**src/rtl/clk_gen_pkg.sv**
```systemverilog
// Shared definitions for the half-period clock generator.
//   CNT_W_DEF   : default half-period counter width
//   EC_W_DEF    : default toggle-counter width
//   HP_MIN      : smallest legal half period (a loaded 0 is promoted to this)
//   hp_in_range : constant function used to validate HALF_PERIOD at elaboration
package clk_gen_pkg;

  localparam int unsigned CNT_W_DEF = 16;
  localparam int unsigned EC_W_DEF  = 32;
  localparam int unsigned HP_MIN    = 1;

  // True when HP_MIN <= hp < 2**w. The shift is done in 64 bits so w=32 still works.
  function automatic bit hp_in_range(longint unsigned hp, int unsigned w);
    longint unsigned limit;
    limit = longint'(1) << w;
    return (hp >= longint'(HP_MIN)) && (hp < limit);
  endfunction

endpackage

```
**src/rtl/clk_half_period_counter.sv**
```systemverilog
// Half-period counter: holds the current half period and counts clk cycles within a phase.
// Ports:
//   clk      : system clock
//   rst_n    : asynchronous active-low reset
//   en       : run enable; low freezes the count
//   hp_load  : loads hp_value as the new half period and restarts the count
//   hp_value : new half period, 0 treated as HP_MIN
//   terminal : high in the cycle whose rising clk edge ends the current phase
module clk_half_period_counter
  import clk_gen_pkg::*;
#(
  parameter int unsigned HALF_PERIOD = 1,
  parameter int unsigned CNT_W       = CNT_W_DEF
) (
  input  logic             clk,
  input  logic             rst_n,
  input  logic             en,
  input  logic             hp_load,
  input  logic [CNT_W-1:0] hp_value,
  output logic             terminal
);

  logic [CNT_W-1:0] r_cnt;
  logic [CNT_W-1:0] r_hp;
  logic [CNT_W-1:0] w_cnt_d;
  logic [CNT_W-1:0] w_hp_d;
  logic             w_last;

  assign w_last = (r_cnt == (r_hp - CNT_W'(1)));

  // A load always wins: it restarts the phase count and suppresses a toggle that was due.
  assign terminal = en && !hp_load && w_last;

  always_comb begin
    w_cnt_d = r_cnt;
    w_hp_d  = r_hp;
    if (hp_load) begin
      w_hp_d  = (hp_value == '0) ? CNT_W'(HP_MIN) : hp_value;
      w_cnt_d = '0;
    end else if (en) begin
      w_cnt_d = w_last ? '0 : r_cnt + CNT_W'(1);
    end
  end

  always_ff @(posedge clk or negedge rst_n) begin
    if (!rst_n) begin
      r_cnt <= '0;
      r_hp  <= CNT_W'(HALF_PERIOD);
    end else begin
      r_cnt <= w_cnt_d;
      r_hp  <= w_hp_d;
    end
  end

endmodule

```
**src/rtl/clk_half_period_gen.sv**
```systemverilog
// Programmable square-wave generator: clk_out stays high and low for hp_reg clk cycles each.
// Ports:
//   clk        : system clock, all state on its rising edge
//   rst_n      : asynchronous active-low reset
//   en         : run enable; low freezes all generator state (loads still honoured)
//   hp_load    : single-cycle strobe loading hp_value as the half period
//   hp_value   : new half period, 0 treated as 1
//   clk_out    : generated square wave (registered)
//   rise_pulse : one-cycle strobe coincident with clk_out 0->1
//   fall_pulse : one-cycle strobe coincident with clk_out 1->0
//   edge_count : clk_out toggles since reset, wraps modulo 2**EC_W
module clk_half_period_gen
  import clk_gen_pkg::*;
#(
  parameter int unsigned HALF_PERIOD = 1,
  parameter int unsigned CNT_W       = CNT_W_DEF,
  parameter int unsigned EC_W        = EC_W_DEF
) (
  input  logic             clk,
  input  logic             rst_n,
  input  logic             en,
  input  logic             hp_load,
  input  logic [CNT_W-1:0] hp_value,
  output logic             clk_out,
  output logic             rise_pulse,
  output logic             fall_pulse,
  output logic [EC_W-1:0]  edge_count
);

  if (!hp_in_range(longint'(HALF_PERIOD), CNT_W)) begin : g_bad_half_period
    $error("clk_half_period_gen: HALF_PERIOD must satisfy 1 <= HALF_PERIOD < 2**CNT_W");
  end

  logic            w_terminal;
  logic            r_clk_out;
  logic            r_rise;
  logic            r_fall;
  logic [EC_W-1:0] r_edge_count;

  clk_half_period_counter #(
    .HALF_PERIOD (HALF_PERIOD),
    .CNT_W       (CNT_W)
  ) u_counter (
    .clk      (clk),
    .rst_n    (rst_n),
    .en       (en),
    .hp_load  (hp_load),
    .hp_value (hp_value),
    .terminal (w_terminal)
  );

  // Strobes are computed from the pre-toggle level so they line up with the new clk_out.
  always_ff @(posedge clk or negedge rst_n) begin
    if (!rst_n) begin
      r_clk_out    <= 1'b0;
      r_rise       <= 1'b0;
      r_fall       <= 1'b0;
      r_edge_count <= '0;
    end else begin
      r_rise <= w_terminal && !r_clk_out;
      r_fall <= w_terminal && r_clk_out;
      if (w_terminal) begin
        r_clk_out    <= !r_clk_out;
        r_edge_count <= r_edge_count + EC_W'(1);
      end
    end
  end

  assign clk_out    = r_clk_out;
  assign rise_pulse = r_rise;
  assign fall_pulse = r_fall;
  assign edge_count = r_edge_count;

endmodule

```
**config.mk**
```make
export PLATFORM = sky130hd
export DESIGN_NAME = clk_half_period_gen
export DESIGN_NICKNAME = d
export VERILOG_FILES = /design/src/rtl/clk_gen_pkg.sv /design/src/rtl/clk_half_period_counter.sv /design/src/rtl/clk_half_period_gen.sv
export SDC_FILE = /design/constraint.sdc
export NUM_CORES = 1
export LEC_CHECK = 0
export BUFFER_PORTS_ARGS = -buffer_cell sky130_fd_sc_hd__buf_2
export CORE_MARGIN = 4
export CORE_UTILIZATION = 55
export CTS_BUF_LIST = sky130_fd_sc_hd__clkbuf_4
export DETAILED_ROUTE_END_ITERATION = 16
export PLACE_DENSITY = 0.8
export SLEW_MARGIN = 20
export SYNTH_ARGS = -nofsm -noshare
export SYNTH_HDL_FRONTEND = slang
export SYNTH_SLANG_ARGS = --single-unit
```
**constraint.sdc**
```tcl
create_clock -name clk -period 4.4 [get_ports clk]
set_clock_uncertainty 0.05 [all_clocks]
set_input_delay 1.32 -clock clk [delete_from_list [all_inputs] [get_ports clk]]
set_output_delay 1.32 -clock clk [all_outputs]
set_load 0.01 [all_outputs]
```
==> results.yml, run 1 <==
route:
  drc: 0
  viasPerCell: 5.91
  drt-total-wl_mm: 9.16
  ant_nets: 0
  wl_per_cell_um: 16.3
  vias: 3326
  first_iter_violations: 280
  drtPass1Iterations: 5
finish:
  fillers: 562
  regArea_mm2: 0.00168
  nets: 486
  diodes: 0
  layout-drive-gt1-share_pct: 23.3
  multi_input_area_mm2: 0.00213
  syn2layout_area_growth_pct: 10.9
placed_design:
  portBuffers: 54
  dp_hpwl_mm: 6.64
  routabilityCongestion: 0.889
timing:
  clock.fmax_mhz: 250
  finalCritPeriodShare_pct: 90.8
  finalSetupTns_ps: 0
  period_needed_ps: 3990
  rsz0062_at_grt: "no"
  worst_pin_slew_ps: 1070
  hold_viol_final: 0
  maxSlewHeadroom_pct: 28.5
  finalSetupViolations: 0
  slew_viol_final: 0
logic_synthesis:
  yosys.area.top_type: "dfrtp_1"
  postSynth.asyncResetShare_pct: 100
  syn_inst: 415
  synth_top_area_share_pct: 41.9
  synth_nets: 438
  synth_common_cells: "dfrtp_1 (66), nand2_1 (58), xor2_1 (41)"
  avgSynthCellArea_um2: 9.49
  synth.distinct_cells: 54
  ys_seq_area_share_pct: 42.6
  yosysMostFrequentCell: "dfrtp_1"
  synth-edff-count: 0
  ys_ff_latch: 67
  ys.warnings.count: 0
  synth_area_mm2: 0.00394
  synth_ff_type: "dfrtp_1"
  yosys-top-cells-area: "dfrtp_1 (42%), xor2_1 (9.1%), nand2_1 (5.5%)"
cts:
  cts_buffer_depth: 2
  htreeDepth: 3
  clock_sinks: 67
  holdBufCountCts: 0
  postCtsSetupBuffers: 0
  cts_buffers: 9
  postCtsResizedCells: 0
  clk_root_buffer_cell: "clkbuf_4"
  clk_pin_slew_ps: 120
  tritoncts: "done"
  clock_latency_ps: 410
global_routing:
  grt_start_max_net_pins: 42
  globalRouteOverflowTotal: 0
  antenna_found_initial: 0
  grt_pass1_vias: 3219
  grt_pass1_wl_mm: 15.8
  track_usage_pct: 23.0
setup_path:
  crit_fanout: 28
  crit_path_end_kind: "flop"
  path_class: "reg2reg"
  cp_top_family: "simple AND/OR/NAND/NOR gates"
  path_cells: "inv_1 -> ha_1 -> nor3b_1 -> nand3_1 -> xnor2_1 -> or4_1 -> or4_2 -> buf_4 -> nor4_2 -> xor2_1"
  worstPathArrival_ps: 4290
  critPathBufInv: 2
  worstPathRequired_ps: 4690
  critPathLaunchType: "flop"
  crit_path_max_incr_delay_ps: 790
  cpMaxStageDelayCell: "or4_2"
die:
  die_w_um: 92.6
  die_h_um: 92.6
  num_rows: 30
  core_area_mm2: 0.00687
  dieArea_mm2: 0.00858
  design.portCount: 55
  start_util_pct: 57.3
job:
  maxCapViolCount: 0
min_path:
  hold_path.class: "reg2reg"
power_and_ir_drop:
  leakagePower_nw: 2.07
  power_density_mw_per_mm2: 257
  power_mw: 1.12
  peakVddDrop_uv: 146
run_status:
  status: "complete, no violations"
worst paths after layout:
check	from	end	slack, ps	depth (start not counted)
min in group asynchronous	rst_n	u_counter.r_cnt[4]	980	1
max	u_counter.r_hp[1]	edge_count[13]	410	10
min	edge_count[31]	edge_count[31]	440	1
max in group asynchronous	rst_n	u_counter.r_hp[0]	2540	2
max reg2reg	u_counter.r_hp[1]	edge_count[13]	410	10
min reg2reg	edge_count[31]	edge_count[31]	440	1
power by group:
group          switching (mW)  internal, mW  leakage (nW)
logic                  0.0699        0.0551          1.14
registers              0.0331         0.634         0.884
clock network           0.221         0.107        0.0465
total                   0.324         0.796          2.07
layer usage:
metal | up-vias | routed length (um) | GRT usage [%]
li1 | 1585 | - | -
met1 | 1602 | 4060 | 31.6
met2 | 127 | 4350 | 36.0
met3 | 12 | 636 | 4.55
met4 | 0 | 109 | 8.67
met5 | - | 0 | 0
area by class of cell:
type | count | share of cell area [%]
Inverter | 5 | 0.430
Sequential cell | 67 | 38.4
Clock buffer | 9 | 1.55
Tap cell | 96 | 2.75
Clock inverter | 6 | 0.774
Timing Repair Buffer | 60 | 7.22
Multi-Input combinational cell | 320 | 48.8
logic make-up after synthesis:
kind of cell    synth area share [%]
simple gates                    30.3
flops                           42.6
xor+xnor                        12.0
compound gates                  6.58
buf+inv                         3.27
mux                             4.29
fa+ha+maj                      0.953
sequential cells by signal, summed over array words and instances, names as in the netlist:
| register | flops |
|---|---|
| clk_out | 1 |
| u_counter.r_hp | 16 |
| rise_pulse | 1 |
| edge_count | 32 |
| u_counter.r_cnt | 16 |
| fall_pulse | 1 |
stage by stage:
stage	hold WS (ps)	util [%]	cells	cell area [um2]	setup slack, ps
global placement	407	62.1	548	4260	623
finish	440	63.6	563	4370	406
global route	464	63.6	563	4370	127
CTS	436	63.6	563	4370	417
detailed placement	419	62.1	548	4260	446
floorplan	454	-	415	3940	969
cell usage in the layout, fill, tap and decap left out, drive strengths merged, types with 2 or more instances in the layout:
master and instances:
buf 60, xnor2 13, or4 5, inv 5
clkbuf 9, or2 5, nand2 58, nand3 22
and4 3, nor3b 3, a211oi 2, nand2b 3
mux2 15, dfrtp 66, a31o 2, nor3 27
clkinvlp 3, a21boi 2, a21oi 3, nand4 10
o21ai 16, nor2 23, nand4b 4, xor2 41
nor4 21, and3 17, or3 3, ha 3
a32o 2, clkinv 3
Note: power is estimated with default switching activity, not from simulation.
==> run 2, diff against run 1 <==
- CTS_CLUSTER_DIAMETER: not set -> 60
- PLACE_DENSITY: 0.8 -> 0.85
==> run 2 against run 1 <==
Hold slack worse by 11 ps. Global-route usage decreased by 0.24 points. Die area is the same. Via count is 2.0% higher. Maximum frequency shrank 0.14%. First-iteration DRC count rose by 5.7%. Flip-flop and latch count stayed put. Combinational power about the same. Sequential share of layout area fell by 0.35 points. Non-clock buffer count is the same. Worst setup slack worse by 5.6 ps. Largest power group unchanged.
==> results.yml, run 2 (synthesis gave the netlist of run 1 again) <==
cts:
  clk_pin_slew_ps: 130
  clk_root_buffer_cell: "clkbuf_4"
  postCtsResizedCells: 0
  cts_buffer_depth: 2
  holdBufCountCts: 0
  tritoncts: "done"
  htreeDepth: 3
  clock_sinks: 67
  clock_latency_ps: 420
  postCtsSetupBuffers: 0
  cts_buffers: 9
placed_design:
  routabilityCongestion: 0.945
  portBuffers: 54
  post_dp_cell_area_mm2: 0.00426
  place_ws_ps: 465
  dp_hpwl_mm: 6.55
  place_inst: 548
timing:
  setup_ws_ps: 401
  maxSlewHeadroom_pct: 49.9
  rsz0062_at_grt: "no"
  worst_pin_slew_ps: 752
  finalSetupViolations: 0
  clock.fmax_mhz: 250
  hold_viol_final: 0
  finalSetupTns_ps: 0
  period_needed_ps: 4000
  finalCritPeriodShare_pct: 90.9
  slew_viol_final: 0
finish:
  layout-drive-gt1-share_pct: 24.1
  layout_common_cells: "dfrtp_1 (66), nand2_1 (58), buf_2 (54)"
  syn2layout_area_growth_pct: 11.9
  largest_reg_flops: 32
  stdcell_count: 564
  fillers: 557
  final_area_mm2: 0.00441
  nets: 486
  diodes: 0
  mostFrequentLayoutCell: "dfrtp_1"
min_path:
  hold_start: "edge_count[31]"
  hold_path.class: "reg2reg"
route:
  vias: 3391
  drt-total-wl_mm: 9.30
  drc: 0
  viasPerCell: 6.01
  first_iter_violations: 296
  wl_per_cell_um: 16.5
  drtPass1Iterations: 6
  ant_nets: 0
global_routing:
  grt_pass1_vias: 3327
  globalRouteOverflowTotal: 0
  grt_start_max_net_pins: 51
  track_usage_pct: 22.7
  grt_pass1_wl_mm: 15.8
  antenna_found_initial: 0
power_and_ir_drop:
  p_comb_share_pct: 10.5
  p_sw_uw: 345
  internal-power_uw: 870
  leakagePower_nw: 2.10
  swShare_pct: 28.4
  power_density_mw_per_mm2: 276
  peakVddDrop_uv: 198
  power_mw: 1.22
  clockPowerShare_pct: 34.7
  p_seq_share_pct: 54.9
job:
  maxCapViolCount: 0
setup_path:
  crit_fanout: 50
  crit_top_cell: "or4_1"
  rr_startpoint: "u_counter.r_hp[1]"
  path_cells: "inv_1 -> ha_1 -> nor3b_1 -> nand3_1 -> xnor2_1 -> or4_1 -> or4_1 -> buf_4 -> nor2_1 -> mux2_1"
  worstPathRequired_ps: 4670
  critPathBufInv: 2
  cp-startpoint: "u_counter.r_hp[1]"
  worstPathArrival_ps: 4270
  crit_path_end_kind: "flop"
  cp_top_family: "simple AND/OR/NAND/NOR gates"
  path_class: "reg2reg"
  critPathLaunchType: "flop"
  cpMaxStageDelayCell: "nor3b_1"
  crit_path_max_incr_delay_ps: 560
die:
  start_util_pct: 57.3
  die_h_um: 92.6
  die_w_um: 92.6
  core_area_mm2: 0.00687
  design.portCount: 55
  num_rows: 30
  dieArea_mm2: 0.00858
run_status:
  status: "complete, no violations"
## run 2: final timing paths
path	endpoint	slack [ps]	cells past startpoint
worst max-delay path	edge_count[1]	400	10
worst min register to register	edge_count[31]	430	1
worst min-delay path	edge_count[31]	430	1
max in group asynchronous	u_counter.r_hp[0]	2580	2
worst max register to register	edge_count[1]	400	10
min in group asynchronous	edge_count[21]	890	1
## run 2: metrics by stage
step / util, % / hold WS [ps]
final: 64.1 / 429
after global routing: 64.1 / 452
after CTS: 64.1 / 432
after detailed placement: 62.1 / 409
after global placement: 62.1 / 401
after floorplan: - / 454
## run 2: final cells by class
| class | count | area, um2 | share of cell area, % |
|---|---|---|---|
| inverters | 5 | 18.8 | 0.426 |
| flip-flops and latches | 67 | 1680 | 38.1 |
| clock inverters | 6 | 65.1 | 1.48 |
| multi-input cells | 320 | 2130 | 48.4 |
| clock buffers | 10 | 75.1 | 1.70 |
| well taps | 96 | 120 | 2.73 |
| repair buffers | 60 | 315 | 7.16 |
## run 2: power groups by stage
stage                     combinational [mW]  clock, mW  sequential [mW]
after floorplan                       0.0944          0            0.661
after global placement                 0.121          0            0.676
after detailed placement               0.125          0            0.677
after CTS                              0.126      0.431            0.666
after global routing                   0.140      0.461            0.669
final                                  0.127      0.421            0.667
## run 2: worst reg2reg max path: stages (launching register included)
cell     delay (ps)
dfrtp_1         480
inv_1           140
ha_1            310
nor3b_1         560
nand3_1         170
xnor2_1         180
or4_1           520
or4_1           500
buf_4           310
nor2_1          320
mux2_1          350
## run 2: layer usage
layer	part of all wire, %	vias up	global-route usage [%]	wire length (um)
met3	6.7	20	5.28	619
met1	43	1666	30.2	3990
met5	0	-	0	0
met2	49	130	37.4	4580
li1	-	1575	-	-
met4	1.2	0	6.35	115
